### src/rtl/syscfg_regfile_if.sv
// APB3 slave-side bus bundle for syscfg_regfile.
interface syscfg_regfile_if;
  logic [15:0] apb_addr;
  logic        apb_selx;
  logic        apb_enable;
  logic        apb_write;
  logic [31:0] apb_wdata;
  logic        apb_ready;
  logic [31:0] apb_rdata;
  logic        apb_slverr;

  modport master (
    output apb_addr, apb_selx, apb_enable, apb_write, apb_wdata,
    input  apb_ready, apb_rdata, apb_slverr
  );

  modport slave (
    input  apb_addr, apb_selx, apb_enable, apb_write, apb_wdata,
    output apb_ready, apb_rdata, apb_slverr
  );
endinterface

### src/rtl/syscfg_regfile.sv
// APB3 system-configuration register file: VERSION, IRQ status/mask,
// NUM_RW config words driven out, NUM_RO status words sampled in.
// Programmable wait states; PSLVERR on unmapped accesses and RO writes.

// One 32-bit config word with write enable.
module syscfg_cfg_reg (
  input  logic        clk,
  input  logic        rst_n,
  input  logic        we,
  input  logic [31:0] wdata,
  output logic [31:0] q
);
  // Config word storage, cleared on reset.
  always_ff @(posedge clk or negedge rst_n) begin
    if (!rst_n)  q <= '0;
    else if (we) q <= wdata;
  end
endmodule

module syscfg_regfile #(
  parameter int AWID_USE    = 8,
  parameter int NUM_RW      = 4,
  parameter int NUM_RO      = 2,
  parameter int IRQ_WID     = 8,
  parameter int WAIT_CYCLES = 0
) (
  input  logic                    clk,
  input  logic                    rst_n,
  syscfg_regfile_if.slave         apb,
  input  logic [31:0]             syscfg_version,
  input  logic [NUM_RO-1:0][31:0] sts_in,
  output logic [NUM_RW-1:0][31:0] cfg_out,
  input  logic [IRQ_WID-1:0]      irq_event,
  output logic                    irq
);

  localparam int IDX_W = AWID_USE - 2;

  typedef enum logic [1:0] {IDLE, WAIT, DONE} state_t;

  state_t               state, state_nxt;
  logic [3:0]           cnt, cnt_nxt;
  logic                 ready_nxt, slverr_nxt;
  logic [31:0]          rdata_nxt;
  logic                 commit;

  logic [31:0]          idx;
  logic [31:0]          rd_data;
  logic                 rd_map, rd_ro, acc_err;

  logic [IRQ_WID-1:0]   irq_status, irq_mask, irq_clr;

  // Bits outside the decoded window are deliberately ignored.
  logic unused_addr;
  assign unused_addr = &{1'b0, apb.apb_addr[15:AWID_USE], apb.apb_addr[1:0]};

  // Word index, zero-extended so it compares cleanly against map offsets.
  assign idx = {{(32-IDX_W){1'b0}}, apb.apb_addr[AWID_USE-1:2]};

  // Address decode and read mux; rd_ro marks registers that reject writes.
  always_comb begin
    rd_data = '0;
    rd_map  = 1'b0;
    rd_ro   = 1'b0;
    if (idx == 32'd0) begin
      rd_data = syscfg_version;
      rd_map  = 1'b1;
      rd_ro   = 1'b1;
    end else if (idx == 32'd1) begin
      rd_data[IRQ_WID-1:0] = irq_status;
      rd_map  = 1'b1;
    end else if (idx == 32'd2) begin
      rd_data[IRQ_WID-1:0] = irq_mask;
      rd_map  = 1'b1;
    end
    for (int i = 0; i < NUM_RW; i++) begin
      if (idx == 32'(3 + i)) begin
        rd_data = cfg_out[i];
        rd_map  = 1'b1;
      end
    end
    for (int j = 0; j < NUM_RO; j++) begin
      if (idx == 32'(3 + NUM_RW + j)) begin
        rd_data = sts_in[j];
        rd_map  = 1'b1;
        rd_ro   = 1'b1;
      end
    end
  end

  assign acc_err = !rd_map || (apb.apb_write && rd_ro);

  // FSM state, wait counter and registered APB response.
  always_ff @(posedge clk or negedge rst_n) begin
    if (!rst_n) begin
      state          <= IDLE;
      cnt            <= '0;
      apb.apb_ready  <= 1'b1;
      apb.apb_rdata  <= '0;
      apb.apb_slverr <= 1'b0;
    end else begin
      state          <= state_nxt;
      cnt            <= cnt_nxt;
      apb.apb_ready  <= ready_nxt;
      apb.apb_rdata  <= rdata_nxt;
      apb.apb_slverr <= slverr_nxt;
    end
  end

  // Transfer sequencing: setup -> wait states -> completion/commit.
  always_comb begin
    state_nxt  = state;
    cnt_nxt    = cnt;
    ready_nxt  = apb.apb_ready;
    rdata_nxt  = apb.apb_rdata;
    slverr_nxt = apb.apb_slverr;
    commit     = 1'b0;
    case (state)
      IDLE: begin
        if (apb.apb_selx && !apb.apb_enable) begin
          state_nxt = WAIT;
          cnt_nxt   = 4'(WAIT_CYCLES);
          ready_nxt = 1'b0;
        end
      end
      WAIT: begin
        if (!apb.apb_selx) begin
          // Master abandoned the transfer: release the bus, no write.
          state_nxt = IDLE;
          ready_nxt = 1'b1;
        end else if (cnt == 4'd0) begin
          state_nxt  = DONE;
          ready_nxt  = 1'b1;
          rdata_nxt  = acc_err ? 32'd0 : rd_data;
          slverr_nxt = acc_err;
        end else begin
          cnt_nxt = cnt - 4'd1;
        end
      end
      DONE: begin
        state_nxt  = IDLE;
        slverr_nxt = 1'b0;
        commit     = apb.apb_selx && apb.apb_enable && apb.apb_write && !acc_err;
      end
      default: state_nxt = IDLE;
    endcase
  end

  // W1C clear mask for this cycle; a same-cycle event still sets the bit.
  always_comb begin
    irq_clr = '0;
    if (commit && idx == 32'd1) irq_clr = apb.apb_wdata[IRQ_WID-1:0];
  end

  // Interrupt status (set beats clear) and mask registers.
  always_ff @(posedge clk or negedge rst_n) begin
    if (!rst_n) begin
      irq_status <= '0;
      irq_mask   <= '0;
    end else begin
      irq_status <= (irq_status & ~irq_clr) | irq_event;
      if (commit && idx == 32'd2) irq_mask <= apb.apb_wdata[IRQ_WID-1:0];
    end
  end

  assign irq = |(irq_status & irq_mask);

  for (genvar i = 0; i < NUM_RW; i++) begin : g_cfg
    syscfg_cfg_reg u_reg (
      .clk   (clk),
      .rst_n (rst_n),
      .we    (commit && idx == 32'(3 + i)),
      .wdata (apb.apb_wdata),
      .q     (cfg_out[i])
    );
  end

endmodule

### src/flat_wrapper.sv
// flat-port wrapper written by rule: the top's interface ports become plain ports
module syscfg_regfile_flat 
#(
  parameter int AWID_USE    = 8,
  parameter int NUM_RW      = 4,
  parameter int NUM_RO      = 2,
  parameter int IRQ_WID     = 8,
  parameter int WAIT_CYCLES = 0
)
  (clk, rst_n, syscfg_version, sts_in, cfg_out, irq_event, irq, apb_apb_addr, apb_apb_selx, apb_apb_enable, apb_apb_write, apb_apb_wdata, apb_apb_ready, apb_apb_rdata, apb_apb_slverr);
  syscfg_regfile_if apb_i ();
  input  logic clk;
  input  logic rst_n;
  input  logic [31:0] syscfg_version;
  input  logic [NUM_RO-1:0][31:0] sts_in;
  output logic [NUM_RW-1:0][31:0] cfg_out;
  input  logic [IRQ_WID-1:0] irq_event;
  output logic irq;
  input wire logic [$bits(apb_i.apb_addr)-1:0] apb_apb_addr;
  input wire logic [$bits(apb_i.apb_selx)-1:0] apb_apb_selx;
  input wire logic [$bits(apb_i.apb_enable)-1:0] apb_apb_enable;
  input wire logic [$bits(apb_i.apb_write)-1:0] apb_apb_write;
  input wire logic [$bits(apb_i.apb_wdata)-1:0] apb_apb_wdata;
  output wire logic [$bits(apb_i.apb_ready)-1:0] apb_apb_ready;
  output wire logic [$bits(apb_i.apb_rdata)-1:0] apb_apb_rdata;
  output wire logic [$bits(apb_i.apb_slverr)-1:0] apb_apb_slverr;
  assign apb_i.apb_addr = apb_apb_addr;
  assign apb_i.apb_selx = apb_apb_selx;
  assign apb_i.apb_enable = apb_apb_enable;
  assign apb_i.apb_write = apb_apb_write;
  assign apb_i.apb_wdata = apb_apb_wdata;
  assign apb_apb_ready = apb_i.apb_ready;
  assign apb_apb_rdata = apb_i.apb_rdata;
  assign apb_apb_slverr = apb_i.apb_slverr;
  syscfg_regfile #(.AWID_USE(AWID_USE), .NUM_RW(NUM_RW), .NUM_RO(NUM_RO), .IRQ_WID(IRQ_WID), .WAIT_CYCLES(WAIT_CYCLES)) u_core (.clk(clk), .rst_n(rst_n), .apb(apb_i), .syscfg_version(syscfg_version), .sts_in(sts_in), .cfg_out(cfg_out), .irq_event(irq_event), .irq(irq));
endmodule
### config.mk
export PLATFORM = sky130hd
export DESIGN_NAME = syscfg_regfile_flat
export DESIGN_NICKNAME = d
export VERILOG_FILES = /design/src/rtl/syscfg_regfile_if.sv /design/src/rtl/syscfg_regfile.sv /design/src/flat_wrapper.sv
export SDC_FILE = /design/constraint.sdc
export NUM_CORES = 1
export LEC_CHECK = 0
export BUFFER_PORTS_ARGS = -buffer_cell sky130_fd_sc_hd__buf_2
export CAP_MARGIN = 5
export CORE_UTILIZATION = 40
export CTS_BUF_LIST = sky130_fd_sc_hd__clkbuf_8
export CTS_CLUSTER_DIAMETER = 150
export DETAILED_ROUTE_END_ITERATION = 10
export PLACE_DENSITY = 0.65
export SETUP_SLACK_MARGIN = 0.3
export SLEW_MARGIN = 0
export SYNTH_ARGS = -nofsm -noshare
export SYNTH_HDL_FRONTEND = slang
export SYNTH_SLANG_ARGS = --single-unit
### constraint.sdc
create_clock -name clk -period 2 [get_ports clk]
set_input_delay 0.4 -clock clk [delete_from_list [all_inputs] [get_ports clk]]
set_output_delay 0.4 -clock clk [all_outputs]
set_load 0.02 [all_outputs]
==> run summary <==
met2 usage - 49.8%
R2R setup slack - -170 ps
WL per Instance - 24.5 um
routed vias - 9,226
FF-to-FF End - u_core.g_cfg[2].u_reg.q[11]
antenna violations before repair - 2
Detailed Place HPWL - 24,300 um
area grow syn2layout - 45.3%
M3 GR Usage - 6.77%
commonest non-fill, non-tap cell in the layout - buf_2
critical-path cell list - or4b_4, or2_4, nor3_4, buf_4, buf_6, buf_16, mux2_4
Hold Violations, Final - 0
yosys warns - 0
Worst-path clk slew - 130 ps
Final Cycle Share - 108%
area of the core - 23,600 sq um
reg2reg start - u_core.state[0]
max-cap check violation count - 0
CP delay by family, top - simple AND/OR/NAND/NOR gates
Setup crit start - u_core.state[0]
sequential-to-total area share from yosys stat - 47.6%
peak supply drop - 393 uV
Post-synth EDFFs - 0
FFs w/ async S/R, synth - 100%
CTS buffer count - 17
Post-Syn Instances - 866
Initial Util - 41.0%
filler instances - 2,022
IO Port Bufs - 309
final antenna-violating net count - 0
1st-iter DRT viols - 775
Area contributors post-synth - dfrtp_1 47%, mux2_2 15%, mux2i_1 3.2%
Crit Path Max Fanout - 8
CTS tree - built
clock tree buffer depth - 2
global-route wire length before repair - 55,400 um
Final nets - 1,394
final WL - 38,400 um
Worst EP arrival - 2550 ps
1st-pass router iterations - 7
Final Skew - 15.5 ps
Via density - 5.88
Critical Path Sink Type - flop
# IOs - 320
most frequent cells in the layout - 306 x buf_2, 183 x dfrtp_1, 74 x mux2_2
Pleak - 6.82 nW
Finished Layout Cells - 1,568
biggest area consumer among synthesized cells - dfrtp_1
vias in the first global route - 9,077
DRC - 0
Yosys reg bits - 184
Syn Area/Cell - 11.2 sq um
latest clock arrival within the worst-skew pair - 490 ps
Final Critical Period - 2170 ps
RSZ-0062 raised after global routing - true
Slowest-stage cell, CP - or4b_4
busiest grt layer - met2
Critical Path Sink - u_core.g_cfg[2].u_reg.q[11]
Worst Tran Pin Value - 521 ps
peak per-stage delay on the critical path - 530 ps
CTS H-tree depth - 4
worst hold path class - primary input to flop
status - finished, violations left
Clock Sinks - 184
GR Util All Layers - 30.5%
Die W - 158 um
Die H - 158 um
Synth Flop Type - dfrtp_1
met1 Use GR - 39.3%
share of cells above drive strength 1 - 54.7%
max-slew violations - 0
Crit Path Class - flop to flop
Startpoint Class - flop
syn_nets - 1,025
Buf+Inv Stages, Crit Path - 3
Root Buffer - clkbuf_8
grt ovf - 0
GPL Wtd Cong - 0.856
pin count of the biggest net entering global routing - 55
reg2reg path depth - 7
fmax - 461 MHz
Critical Path RT - 2380 ps
Post-Synthesis Cell Area - 9680 sq um
Cells after DPL - 1,487
Final Hold Slack - 78.0 ps
Critical Path Stages - 7
failing checks - negative setup slack
PD cells - 615 nW/um^2
Synth top area share - 47.3%
die area - 24,800 sq um
Rel. slew slack - 65.3%
Yosys cell types - 61
Final WS setup - -169 ps
setup violators final - 137
Rows - 56
synth_stat cells, types with 2 or more instances:
cell,number
a2bb2oi_1,3
nor2b_1,5
inv_1,29
buf_1,8
mux2_2,132
buf_4,9
o2bb2ai_1,22
nor3b_1,2
nor2_1,11
clkbuf_1,48
nand2b_1,2
or3_1,3
o22ai_1,4
nor3_1,29
o211ai_1,2
a21o_1,8
nand3_1,12
and4_1,3
dfrtp_1,183
o21bai_1,2
a22oi_1,30
o2111ai_1,25
mux2i_1,31
and3_1,24
buf_2,13
a21oi_1,28
xor2_1,2
a32oi_1,29
o221a_2,3
ha_1,2
o31ai_1,26
mux4_2,8
nor3_4,2
nand2_1,63
mux2_1,6
o21ai_0,32
final cells by class:
cell class / count / area, sq um / share of cell area [%]
clock inverters: 15 / 189 / 1.34
flip-flops and latches: 184 / 4610 / 32.8
inverters: 30 / 120 / 0.854
diodes: 1 / 2.50 / 0.0178
multi-input cells: 574 / 5330 / 37.9
clock buffers: 17 / 234 / 1.66
repair buffers: 428 / 3180 / 22.6
well taps: 319 / 399 / 2.84
power breakdown:
group          switching (mW)  internal [mW]  total (mW)  leakage [nW]
sequential             0.0779           3.82        3.90          2.52
combinational            1.09          0.984        2.07          4.09
clock                    1.70          0.984        2.68         0.211
registers in the layout (all words and copies together) (netlist names):
name,count
u_core.irq_status,8
u_core.irq_mask,8
u_core.state,2
u_core.apb.apb_rdata,32
u_core.g_cfg.u_reg.q,128
u_core.apb.apb_ready,1
u_core.apb.apb_slverr,1
u_core.cnt,4
cell families after synthesis:
| kind of cell | count (synthesis) | synth area share [%] |
|---|---|---|
| xor+xnor | 2 | 0.181 |
| buf+inv | 108 | 4.71 |
| simple gates | 172 | 9.37 |
| compound gates | 221 | 16.8 |
| flops | 184 | 47.6 |
| mux | 177 | 21.1 |
| fa+ha+maj | 2 | 0.259 |
timing repair:
item / in CTS / in global routing
resized for setup: 100 / 64
endpoints found under the hold margin: 49 / 0
setup endpoints to repair: 179 / 181
hold buffers: 1 / 0
buffers inserted: 24 / 5
pin swaps: 38 / 28
gates cloned: 12 / 6
worst min path at each step:
stage	start	to	slack, ps	cells past startpoint
final	irq_event[7]	u_core.irq_status[7]	80	2
after global routing	irq_event[2]	u_core.irq_status[2]	60	2
after CTS	irq_event[7]	u_core.irq_status[7]	60	2
after detailed placement	rst_n	u_core.apb.apb_rdata[10]	430	1
after global placement	rst_n	u_core.apb.apb_rdata[10]	420	1
after floorplan	rst_n	u_core.apb.apb_rdata[0]	100	0
metal layers:
| layer | share of wire [%] | up-vias |
|---|---|---|
| met5 | 0.034 | - |
| met4 | 2.7 | 2 |
| met3 | 8.4 | 69 |
| met2 | 48 | 471 |
| met1 | 41 | 4653 |
| li1 | - | 4031 |
metrics by stage:
step | worst slack [ps] | setup TNS, ps | power [mW] | area (sq um) | util (%)
detailed placement | -310 | -34550 | 5.28 | 12200 | 51.8
global route | -189 | -20070 | 8.96 | 14100 | 59.5
global placement | -285 | -32060 | 5.26 | 12200 | 51.8
finish | -169 | -15800 | 8.65 | 14100 | 59.6
floorplan | -177 | -15850 | 4.67 | 9930 | -
CTS | -149 | -9920 | 8.46 | 13600 | 57.6
Power figures use the tool's default switching activity.
